<file path="src/rtl/rob_buffer.sv">
// rob_buffer: circular reorder buffer tracking in-flight instructions from dispatch to in-order commit
package general_defines;
   localparam int ROB_IDX_W       = 3;
   localparam int INSTR_MEM_IDX_W = 8;
   localparam int ARCH_REG_IDX_W  = 5;
   localparam int PHYS_REG_IDX_W  = 6;
   localparam int INT_DATA_W      = 32;
endpackage

module rob_buffer
   import general_defines::*;
(
   input  logic                       clk,
   input  logic                       rst,
   input  logic                       alloc_valid,
   output logic                       alloc_ready,
   output logic [ROB_IDX_W-1:0]       alloc_idx,
   input  logic [INSTR_MEM_IDX_W-1:0] alloc_pc,
   input  logic [INSTR_MEM_IDX_W-1:0] alloc_pred_target,
   input  logic [ARCH_REG_IDX_W-1:0]  alloc_logical_rd,
   input  logic [PHYS_REG_IDX_W-1:0]  alloc_phys_rd,
   input  logic                       alloc_is_store,
   input  logic                       alloc_is_load,
   input  logic                       alloc_is_branch,
   input  logic                       alloc_pred_taken,
   input  logic                       wb_valid,
   input  logic [ROB_IDX_W-1:0]       wb_idx,
   input  logic [INT_DATA_W-1:0]      wb_result,
   input  logic                       wb_branch_taken,
   input  logic [INSTR_MEM_IDX_W-1:0] wb_branch_target,
   output logic                       rob_head_valid,
   output logic                       rob_head_done,
   output logic [ROB_IDX_W-1:0]       rob_head_idx,
   output logic [INSTR_MEM_IDX_W-1:0] rob_head_pc,
   output logic [INSTR_MEM_IDX_W-1:0] rob_head_pred_target,
   output logic [INSTR_MEM_IDX_W-1:0] rob_head_branch_target,
   output logic [ARCH_REG_IDX_W-1:0]  rob_head_logical_rd,
   output logic [PHYS_REG_IDX_W-1:0]  rob_head_phys_rd,
   output logic [INT_DATA_W-1:0]      rob_head_result,
   output logic                       rob_head_is_store,
   output logic                       rob_head_is_load,
   output logic                       rob_head_is_branch,
   output logic                       rob_head_pred_taken,
   output logic                       rob_head_branch_taken,
   input  logic                       rob_advance_head,
   input  logic                       flush,
   output logic [ROB_IDX_W:0]         rob_count
);
   localparam int DEPTH = 2**ROB_IDX_W;

   logic [ROB_IDX_W-1:0]       head, tail;
   logic [DEPTH-1:0]           valid, done;
   logic [INSTR_MEM_IDX_W-1:0] pc_q [DEPTH];
   logic [INSTR_MEM_IDX_W-1:0] pred_target_q [DEPTH];
   logic [INSTR_MEM_IDX_W-1:0] branch_target_q [DEPTH];
   logic [ARCH_REG_IDX_W-1:0]  logical_rd_q [DEPTH];
   logic [PHYS_REG_IDX_W-1:0]  phys_rd_q [DEPTH];
   logic [INT_DATA_W-1:0]      result_q [DEPTH];
   logic [DEPTH-1:0]           is_store_q, is_load_q, is_branch_q, pred_taken_q, branch_taken_q;
   logic                       alloc_fire, retire, wb_fire;

   // Count never exceeds DEPTH, so its MSB alone marks a full buffer; reset also holds allocation off
   assign alloc_ready = rst && !rob_count[ROB_IDX_W] && !flush;
   assign alloc_idx   = tail;
   assign alloc_fire  = alloc_valid && alloc_ready;
   // Retire decides on the registered done bit, so a same-cycle writeback cannot make the head retirable
   assign retire      = !flush && rob_advance_head && rob_head_valid && rob_head_done;
   // A writeback landing on the entry being retired this cycle is dropped with the entry
   assign wb_fire     = !flush && wb_valid && valid[wb_idx] && !(retire && wb_idx == head);

   assign rob_head_valid         = (rob_count != '0) && valid[head];
   assign rob_head_done          = done[head];
   assign rob_head_idx           = head;
   assign rob_head_pc            = pc_q[head];
   assign rob_head_pred_target   = pred_target_q[head];
   assign rob_head_branch_target = branch_target_q[head];
   assign rob_head_logical_rd    = logical_rd_q[head];
   assign rob_head_phys_rd       = phys_rd_q[head];
   assign rob_head_result        = result_q[head];
   assign rob_head_is_store      = is_store_q[head];
   assign rob_head_is_load       = is_load_q[head];
   assign rob_head_is_branch     = is_branch_q[head];
   assign rob_head_pred_taken    = pred_taken_q[head];
   assign rob_head_branch_taken  = branch_taken_q[head];

   // Pointer, occupancy and status-bit bookkeeping; flush and reset both empty the buffer
   always_ff @(posedge clk or negedge rst) begin
      if (!rst) begin
         head      <= '0;
         tail      <= '0;
         rob_count <= '0;
         valid     <= '0;
         done      <= '0;
      end else if (flush) begin
         head      <= '0;
         tail      <= '0;
         rob_count <= '0;
         valid     <= '0;
         done      <= '0;
      end else begin
         if (alloc_fire) begin
            tail        <= tail + 1'b1;
            valid[tail] <= 1'b1;
            done[tail]  <= 1'b0;
         end
         if (wb_fire)
            done[wb_idx] <= 1'b1;
         if (retire) begin
            head        <= head + 1'b1;
            valid[head] <= 1'b0;
            done[head]  <= 1'b0;
         end
         rob_count <= rob_count + (ROB_IDX_W+1)'(alloc_fire) - (ROB_IDX_W+1)'(retire);
      end
   end

   // Entry payload storage; contents are only meaningful while the matching valid bit is set
   always_ff @(posedge clk) begin
      if (alloc_fire) begin
         pc_q[tail]            <= alloc_pc;
         pred_target_q[tail]   <= alloc_pred_target;
         logical_rd_q[tail]    <= alloc_logical_rd;
         phys_rd_q[tail]       <= alloc_phys_rd;
         is_store_q[tail]      <= alloc_is_store;
         is_load_q[tail]       <= alloc_is_load;
         is_branch_q[tail]     <= alloc_is_branch;
         pred_taken_q[tail]    <= alloc_pred_taken;
         result_q[tail]        <= '0;
         branch_taken_q[tail]  <= 1'b0;
         branch_target_q[tail] <= '0;
      end
      if (wb_fire) begin
         result_q[wb_idx]        <= wb_result;
         branch_taken_q[wb_idx]  <= wb_branch_taken;
         branch_target_q[wb_idx] <= wb_branch_target;
      end
   end
endmodule

</file>
<file path="config.mk">
export PLATFORM = sky130hd
export DESIGN_NAME = rob_buffer
export DESIGN_NICKNAME = d
export VERILOG_FILES = /design/src/rtl/rob_buffer.sv
export SDC_FILE = /design/constraint.sdc
export NUM_CORES = 1
export LEC_CHECK = 0
export ABC_AREA = 1
export CAP_MARGIN = 0
export CORE_MARGIN = 8
export CORE_UTILIZATION = 42
export CTS_CLUSTER_SIZE = 40
export DETAILED_ROUTE_END_ITERATION = 12
export DONT_BUFFER_PORTS = 1
export PLACE_DENSITY_LB_ADDON = 0.3
export SETUP_SLACK_MARGIN = 0.15
export SYNTH_ARGS = -nofsm -noshare
export SYNTH_HDL_FRONTEND = slang
export SYNTH_SLANG_ARGS = --single-unit
</file>
<file path="constraint.sdc">
create_clock -name clk -period 4.3 [get_ports clk]
set_input_delay 0.645 -clock clk [delete_from_list [all_inputs] [get_ports clk]]
set_output_delay 0.645 -clock clk [all_outputs]
set_load 0.1 [all_outputs]
</file>
==> impl_metrics.toml, run 1 <==
[die]
die_h_um = 257
initial_core_util_pct = 42.3
ios = 166
die_extent_in_x_um = 257
placementRows = 88
core_area_sq_um = 57500
die-area_sq_um = 65900

[cts]
htree_levels = 2
clkTransAtPathRegs_ns = 0.07
cts-root-to-sink-buffers = 3
clock_tree.root_cell = "sky130_fd_sc_hd__clkbuf_16"
post_cts_setup_buffer_count = 0
clock_insertion_delay_worst_skew_ns = 0.61
cts.sinks = 602
cts.repair.resized = 0
cts_tree = "built"
cts-buffers-inserted = 60

[sta]
finalCriticalPeriod_ns = 3.89
drv_slew = 0
headroom_to_the_max_slew_limit_pct = 31.7
final-hold-violation-count = 0
finalSetupViolations = 0
total_negative_setup_slack_ns = 0
rsz0062_at_grt = "no"
tightest_slew_ns = 1.02
fin_skew_ns = 0.0192
layout_worst_path_cycle_share_pct = 90.6
max_freq_ghz = 0.257

[run]
max_cap_violations = 0

[worst_setup_path]
cp.arrival_ns = 3.25
worstSetupPathType = "register to primary output"
timing.critical_path.fanout_max = 45
timing.critical_path.required_ns = 3.65
setup.worst_path.end_class = "primary output"
startpoint_type = "register"
setup.reg_to_reg.worst_slack_ns = 0.94

[power]
p_leak_uw = 0.0105
vdd_drop_max_v = 0.000323
powerDensity_nw_per_um2 = 424

[finish]
layout-area-overhead-vs-synth_pct = 16.0
final_net_count = 2081
final-instance-count-excl-fill = 2812
filler_cell_count = 5010
final_layout_size_suffix_gt1_share_pct = 12.1

[global_route]
global_route_total_usage_across_every_layer_pct = 19.5
grt_pass1_vias = 15500
wire_length_of_the_first_global_routing_pass_um = 98200
pin_count_of_the_biggest_net_entering_global_routing = 74
grt_antenna_before_repair = 6
grt_overflow_total = 0

[detailed_routing]
detail_route.wl_per_cell_um = 23.4
viasPerCell = 5.49
remaining_antenna_violation_count_after_routing = 0
route.detailed.drc = 0
post_detailed_routing_wire_length_um = 65700
vias = 15400
firstDrtPassIters = 5
initialDrtViolationCount = 1446

[synthesis]
async_flop_share_pct = 4.32
area_share_of_the_largest_cell_type_after_synthesis_pct = 70.1
synth-edff-count = 568
number_of_storage_elements_in_the_synthesis_netlist = 602
synth.cell_area_sq_um = 24300
synth_cells = 1901
yosys_warnings = 0
syn_nets = 1990
netlist_top_cells_area = "sky130_fd_sc_hd__edfxtp_1 70%, sky130_fd_sc_hd__nand2_1 5.6%, sky130_fd_sc_hd__nor2_1 5.4%"
ys_flop_type = "sky130_fd_sc_hd__edfxtp_1"
synthDominantAreaCellType = "sky130_fd_sc_hd__edfxtp_1"
seq_total_area_yosys_pct = 73.4
average_instance_area_after_synthesis_sq_um = 12.8
synthDistinctLibCells = 40

[status]
status = "complete, no violations"

[placed_design]
dp_hpwl_um = 35700
finalWeightedCongestion = 0.852
port_buffers = 0
placed_cells_incl_taps = 2693

[min_path]
hold_path.class = "primary input to register"
## cells by family after synthesis
logic type / count (synthesis) / synth area share [%]
compound gates: 240 / 7.15
fa+ha+maj: 8 / 0.442
buf+inv: 219 / 4.62
flops: 602 / 73.4
simple gates: 832 / 14.4
## what timing repair did
item                                    CTS  global route
endpoints found under the setup margin    0             0
endpoints found under the hold margin    26             0
hold buffers                              2             0
## registers in the layout, indices dropped and copies added (netlist names), 40 cells and up
signal           count
result_q           256
branch_target_q     64
pc_q                64
pred_target_q       64
phys_rd_q           48
logical_rd_q        40
## worst paths after layout
kind | cells after the start | to | startpoint
max in group asynchronous | 2 | done[3] | rst
hold reg to reg | 2 | branch_taken_q[5] | branch_taken_q[5]
setup / recovery | 9 | rob_head_branch_target[2] | rob_head_idx[2]
setup reg to reg | 10 | result_q[1][0] | rob_count[3]
min in group asynchronous | 2 | rob_count[0] | rst
hold / removal | 1 | rob_count[0] | flush
## metrics by stage
| stage | area, sq um | setup slack [ns] | total power (uW) | util (%) | hold slack, ns |
|---|---|---|---|---|---|
| finish | 28200 | 0.405 | 12000 | 49.1 | 0.0882 |
| global route | 28200 | 0.248 | 12300 | 49.1 | 0.0667 |
| CTS | 28200 | 0.359 | 12100 | 49.1 | 0.0554 |
| detailed placement | 26300 | 0.936 | 6960 | 45.7 | 0.351 |
| global placement | 26300 | 0.929 | 6950 | 45.7 | 0.351 |
| floorplan | 24400 | 0.447 | 6830 | - | 0.349 |
## final cells by class
cell class / instances / area, sq um / share of cell area [%]
sequential: 602 / 17900 / 63.3
timing repair buffer: 126 / 1600 / 5.66
antenna: 3 / 7.51 / 0.0266
tap: 765 / 957 / 3.39
clock buffer: 74 / 1580 / 5.58
inverter: 122 / 458 / 1.62
clock inverter: 40 / 348 / 1.23
multi-input combinational: 1080 / 5420 / 19.2
## cell usage after synthesis (7+ instances only)
cell type / n
sky130_fd_sc_hd__buf_2: 23
sky130_fd_sc_hd__ha_1: 7
sky130_fd_sc_hd__nand3_1: 33
sky130_fd_sc_hd__a21oi_1: 32
sky130_fd_sc_hd__a22o_1: 12
sky130_fd_sc_hd__a221oi_1: 56
sky130_fd_sc_hd__nand2_1: 361
sky130_fd_sc_hd__o21ai_0: 31
sky130_fd_sc_hd__buf_6: 34
sky130_fd_sc_hd__nor2_1: 349
sky130_fd_sc_hd__clkbuf_1: 36
sky130_fd_sc_hd__dfrtp_1: 26
sky130_fd_sc_hd__a22oi_1: 91
sky130_fd_sc_hd__nand4_1: 54
sky130_fd_sc_hd__nand3_4: 8
sky130_fd_sc_hd__edfxtp_1: 568
sky130_fd_sc_hd__dfxtp_1: 8
sky130_fd_sc_hd__inv_1: 114
sky130_fd_sc_hd__nor3_1: 9
## metal layers
layer  up-vias  routed length, um  GRT usage [%]
li1       6989                  -              -
met1      7783              26600           24.4
met2       563              33100           34.0
met3       101               4580           3.60
met4         6               1370           5.88
met5         -                 36              0
## worst max-delay path: stages, from the launching register on
cell	delay, ns
sky130_fd_sc_hd__dfrtp_1	0.42
sky130_fd_sc_hd__buf_4	0.36
sky130_fd_sc_hd__inv_2	0.11
sky130_fd_sc_hd__nor2_4	0.12
sky130_fd_sc_hd__nand2_1	0.14
sky130_fd_sc_hd__inv_2	0.42
sky130_fd_sc_hd__buf_12	0.36
sky130_fd_sc_hd__a221oi_1	0.14
sky130_fd_sc_hd__nand4_1	0.19
sky130_fd_sc_hd__buf_4	0.33
## cell usage in the layout (no fill, tap or decap), types with 2 or more instances in the layout
master / netlist / final
sky130_fd_sc_hd__inv_6: 0 / 3
sky130_fd_sc_hd__dfxtp_1: 8 / 8
sky130_fd_sc_hd__bufinv_16: 0 / 6
sky130_fd_sc_hd__ha_1: 7 / 7
sky130_fd_sc_hd__nand4_1: 54 / 54
sky130_fd_sc_hd__nand3b_1: 4 / 4
sky130_fd_sc_hd__clkinv_2: 0 / 9
sky130_fd_sc_hd__nand2_1: 361 / 353
sky130_fd_sc_hd__buf_4: 2 / 73
sky130_fd_sc_hd__inv_2: 3 / 9
sky130_fd_sc_hd__clkinv_1: 5 / 20
sky130_fd_sc_hd__edfxtp_1: 568 / 568
sky130_fd_sc_hd__buf_12: 0 / 52
sky130_fd_sc_hd__clkinv_4: 0 / 2
sky130_fd_sc_hd__o22ai_1: 2 / 2
sky130_fd_sc_hd__nor3_1: 9 / 9
sky130_fd_sc_hd__nand3_1: 33 / 33
sky130_fd_sc_hd__nor2_1: 349 / 343
sky130_fd_sc_hd__nor2_4: 2 / 9
sky130_fd_sc_hd__a221oi_1: 56 / 56
sky130_fd_sc_hd__nand2_2: 0 / 8
sky130_fd_sc_hd__diode_2: 0 / 3
sky130_fd_sc_hd__a22oi_1: 91 / 91
sky130_fd_sc_hd__o31ai_1: 5 / 5
sky130_fd_sc_hd__o2bb2ai_1: 3 / 3
sky130_fd_sc_hd__a22o_1: 12 / 12
sky130_fd_sc_hd__nor2_2: 4 / 3
sky130_fd_sc_hd__inv_1: 114 / 112
sky130_fd_sc_hd__o21ai_0: 31 / 31
sky130_fd_sc_hd__a21oi_1: 32 / 31
sky130_fd_sc_hd__clkbuf_16: 0 / 61
sky130_fd_sc_hd__nand3_4: 8 / 8
sky130_fd_sc_hd__dfrtp_1: 26 / 26
sky130_fd_sc_hd__clkbuf_1: 36 / 13
sky130_fd_sc_hd__o2111ai_1: 4 / 4
sky130_fd_sc_hd__and3_1: 5 / 5
## power breakdown
group | switching (uW) | total (uW) | internal (uW) | leakage [uW]
Combinational | 307 | 400 | 93.4 | 0.00352
Clock | 2180 | 5140 | 2950 | 0.000939
Sequential | 30.0 | 6440 | 6410 | 0.00608
(Power assumes the default switching activity.)
==> run 2, diff against run 1 <==
Settings changed: HOLD_SLACK_MARGIN from default to 0.06.
==> run 2 against run 1 <==
  * Maximum frequency down 0.51%
  * Non-clock buffer count grew 1
  * Sequential cell count did not move
  * Clock skew fell by 0.0018 ns
==> impl_metrics.toml, run 2 (synthesized netlist as in run 1, its figures left out) <==
[status]
status = "complete, no violations"

[die]
core_area_sq_um = 57500
initial_core_util_pct = 42.3
die-area_sq_um = 65900
die_h_um = 257
die_extent_in_x_um = 257
placementRows = 88
ios = 166

[power]
switchingPower_uw = 2520
combinationalPowerShare_pct = 3.3
netSwitchingFraction_pct = 21.0
power_frac_seq_pct = 53.8
vdd_drop_max_v = 0.000322
p_leak_uw = 0.0105
share_clk_of_total_power_pct = 42.9
total_power_uw = 12000
cell_internal_pwr_uw = 9450
powerDensity_nw_per_um2 = 424

[worst_setup_path]
setup.worst_path.end_class = "primary output"
setup.reg_to_reg.worst_slack_ns = 0.95
timing.critical_path.required_ns = 3.65
startpoint_type = "register"
critical_path.reg2reg.endpoint = "result_q[1][0]"
worstRegToRegCells = 10
cp.arrival_ns = 3.27
timing.critical_path.fanout_max = 45
reg2reg_from = "rob_count[3]"
worstSetupPathType = "register to primary output"

[finish]
largest_register_ffs = 256
final_cell_mix = "568 x sky130_fd_sc_hd__edfxtp_1, 353 x sky130_fd_sc_hd__nand2_1, 343 x sky130_fd_sc_hd__nor2_1, 112 x sky130_fd_sc_hd__inv_1, 91 x sky130_fd_sc_hd__a22oi_1"
final_util_pct = 49.1
regMostFlops = "result_q"
multi_input_gate_area_in_the_final_layout_sq_um = 5420
final_layout_size_suffix_gt1_share_pct = 12.1
filler_cell_count = 5009
regArea_sq_um = 17900
final_net_count = 2082
final_common_cell = "sky130_fd_sc_hd__edfxtp_1"
layout-area-overhead-vs-synth_pct = 16.1

[detailed_routing]
remaining_antenna_violation_count_after_routing = 0
initialDrtViolationCount = 1320
route.detailed.drc = 0
post_detailed_routing_wire_length_um = 65800
viasPerCell = 5.49
vias = 15400
firstDrtPassIters = 5
detail_route.wl_per_cell_um = 23.4

[placed_design]
dp_hpwl_um = 35700
port_buffers = 0
finalWeightedCongestion = 0.852
place_ws_ns = 0.936

[cts]
clock_tree.root_cell = "sky130_fd_sc_hd__clkbuf_16"
cts-buffers-inserted = 60
cts_tree = "built"
cts.hold.buffers_added = 3
post_cts_setup_buffer_count = 0
cts-root-to-sink-buffers = 3
clock_insertion_delay_worst_skew_ns = 0.61
cts.repair.resized = 0
htree_levels = 2
cts.sinks = 602
clkTransAtPathRegs_ns = 0.07

[min_path]
hp-start = "alloc_phys_rd[3]"
min_path_cells = 0
whs_endpoint = "phys_rd_q[6][3]"
hold_path.class = "primary input to register"

[sta]
fin_skew_ns = 0.0174
layout_worst_path_cycle_share_pct = 91.0
total_negative_setup_slack_ns = 0
rsz0062_at_grt = "no"
drv_slew = 0
final-hold-violation-count = 0
tightest_slew_ns = 1.02
max_freq_ghz = 0.255
finalCriticalPeriod_ns = 3.91
setup_slack_ns = 0.385
headroom_to_the_max_slew_limit_pct = 31.7
finalSetupViolations = 0

[global_route]
grt_pass1_vias = 15500
grt.met1_usage_pct = 24.4
top_usage_layer = "met2"
grt_overflow_total = 0
global_route_total_usage_across_every_layer_pct = 19.5
wire_length_of_the_first_global_routing_pass_um = 98200
gr-usage-met3_pct = 3.60
global_route.usage.met2_pct = 34.0
pin_count_of_the_biggest_net_entering_global_routing = 74
grt_antenna_before_repair = 6

[run]
max_cap_violations = 0
[run 2: cell types whose count changed in the layout (fill, tap and decap cells not counted)]
cell and change:
sky130_fd_sc_hd__dlygate4sd3_1 +1
[run 2: how the worst max path moves through the flow]
stage	from	endpoint	slack, ns	cells past startpoint
global route	rob_head_idx[2]	rob_head_result[0]	0.25	11
floorplan	rob_head_idx[0]	branch_target_q[0][0]	0.45	12
CTS	rob_head_idx[2]	rob_head_branch_target[2]	0.36	9
global placement	rob_count[3]	result_q[1][21]	0.93	10
detailed placement	rob_count[3]	result_q[4][10]	0.94	10
finish	rob_head_idx[2]	rob_head_branch_target[2]	0.39	9
[run 2: power groups by stage]
stage / clock (uW) / combinational [uW] / sequential, uW
final: 5130 / 401 / 6440
after global routing: 5440 / 427 / 6440
after CTS: 5220 / 405 / 6440
after detailed placement: 0 / 395 / 6560
after global placement: 0 / 392 / 6560
after floorplan: 0 / 265 / 6570
[run 2: critical path, stage by stage (launching register included)]
cell and delay (ns):
sky130_fd_sc_hd__dfrtp_1 0.42, sky130_fd_sc_hd__buf_4 0.36, sky130_fd_sc_hd__inv_2 0.11, sky130_fd_sc_hd__nor2_4 0.12, sky130_fd_sc_hd__nand2_1 0.14, sky130_fd_sc_hd__inv_2 0.42
sky130_fd_sc_hd__buf_12 0.37, sky130_fd_sc_hd__a221oi_1 0.14, sky130_fd_sc_hd__nand4_1 0.20, sky130_fd_sc_hd__buf_4 0.33
[run 2: final cells by class]
class                           instances  share of cell area [%]
Clock buffer                           74                    5.58
Inverter                              122                    1.62
Multi-Input combinational cell       1080                    19.2
Antenna cell                            3                  0.0266
Tap cell                              765                    3.39
Sequential cell                       602                    63.3
Clock inverter                         40                    1.23
Timing Repair Buffer                  127                    5.70
[run 2: layer usage]
metal	part of all wire, %	wire length, um	vias up
li1	-	-	6989
met1	40	26400	7739
met2	50	33000	599
met3	7.6	4980	101
met4	2.1	1400	6
met5	0.055	36	-
[run 2: per-stage QoR]
| stage | instances | cell area (sq um) | hold slack [ns] |
|---|---|---|---|
| floorplan | 1901 | 24400 | 0.349 |
| global placement | 2693 | 26300 | 0.351 |
| detailed placement | 2693 | 26300 | 0.351 |
| CTS | 2810 | 28200 | 0.0784 |
| global route | 2812 | 28200 | 0.0918 |
| finish | 2813 | 28200 | 0.119 |
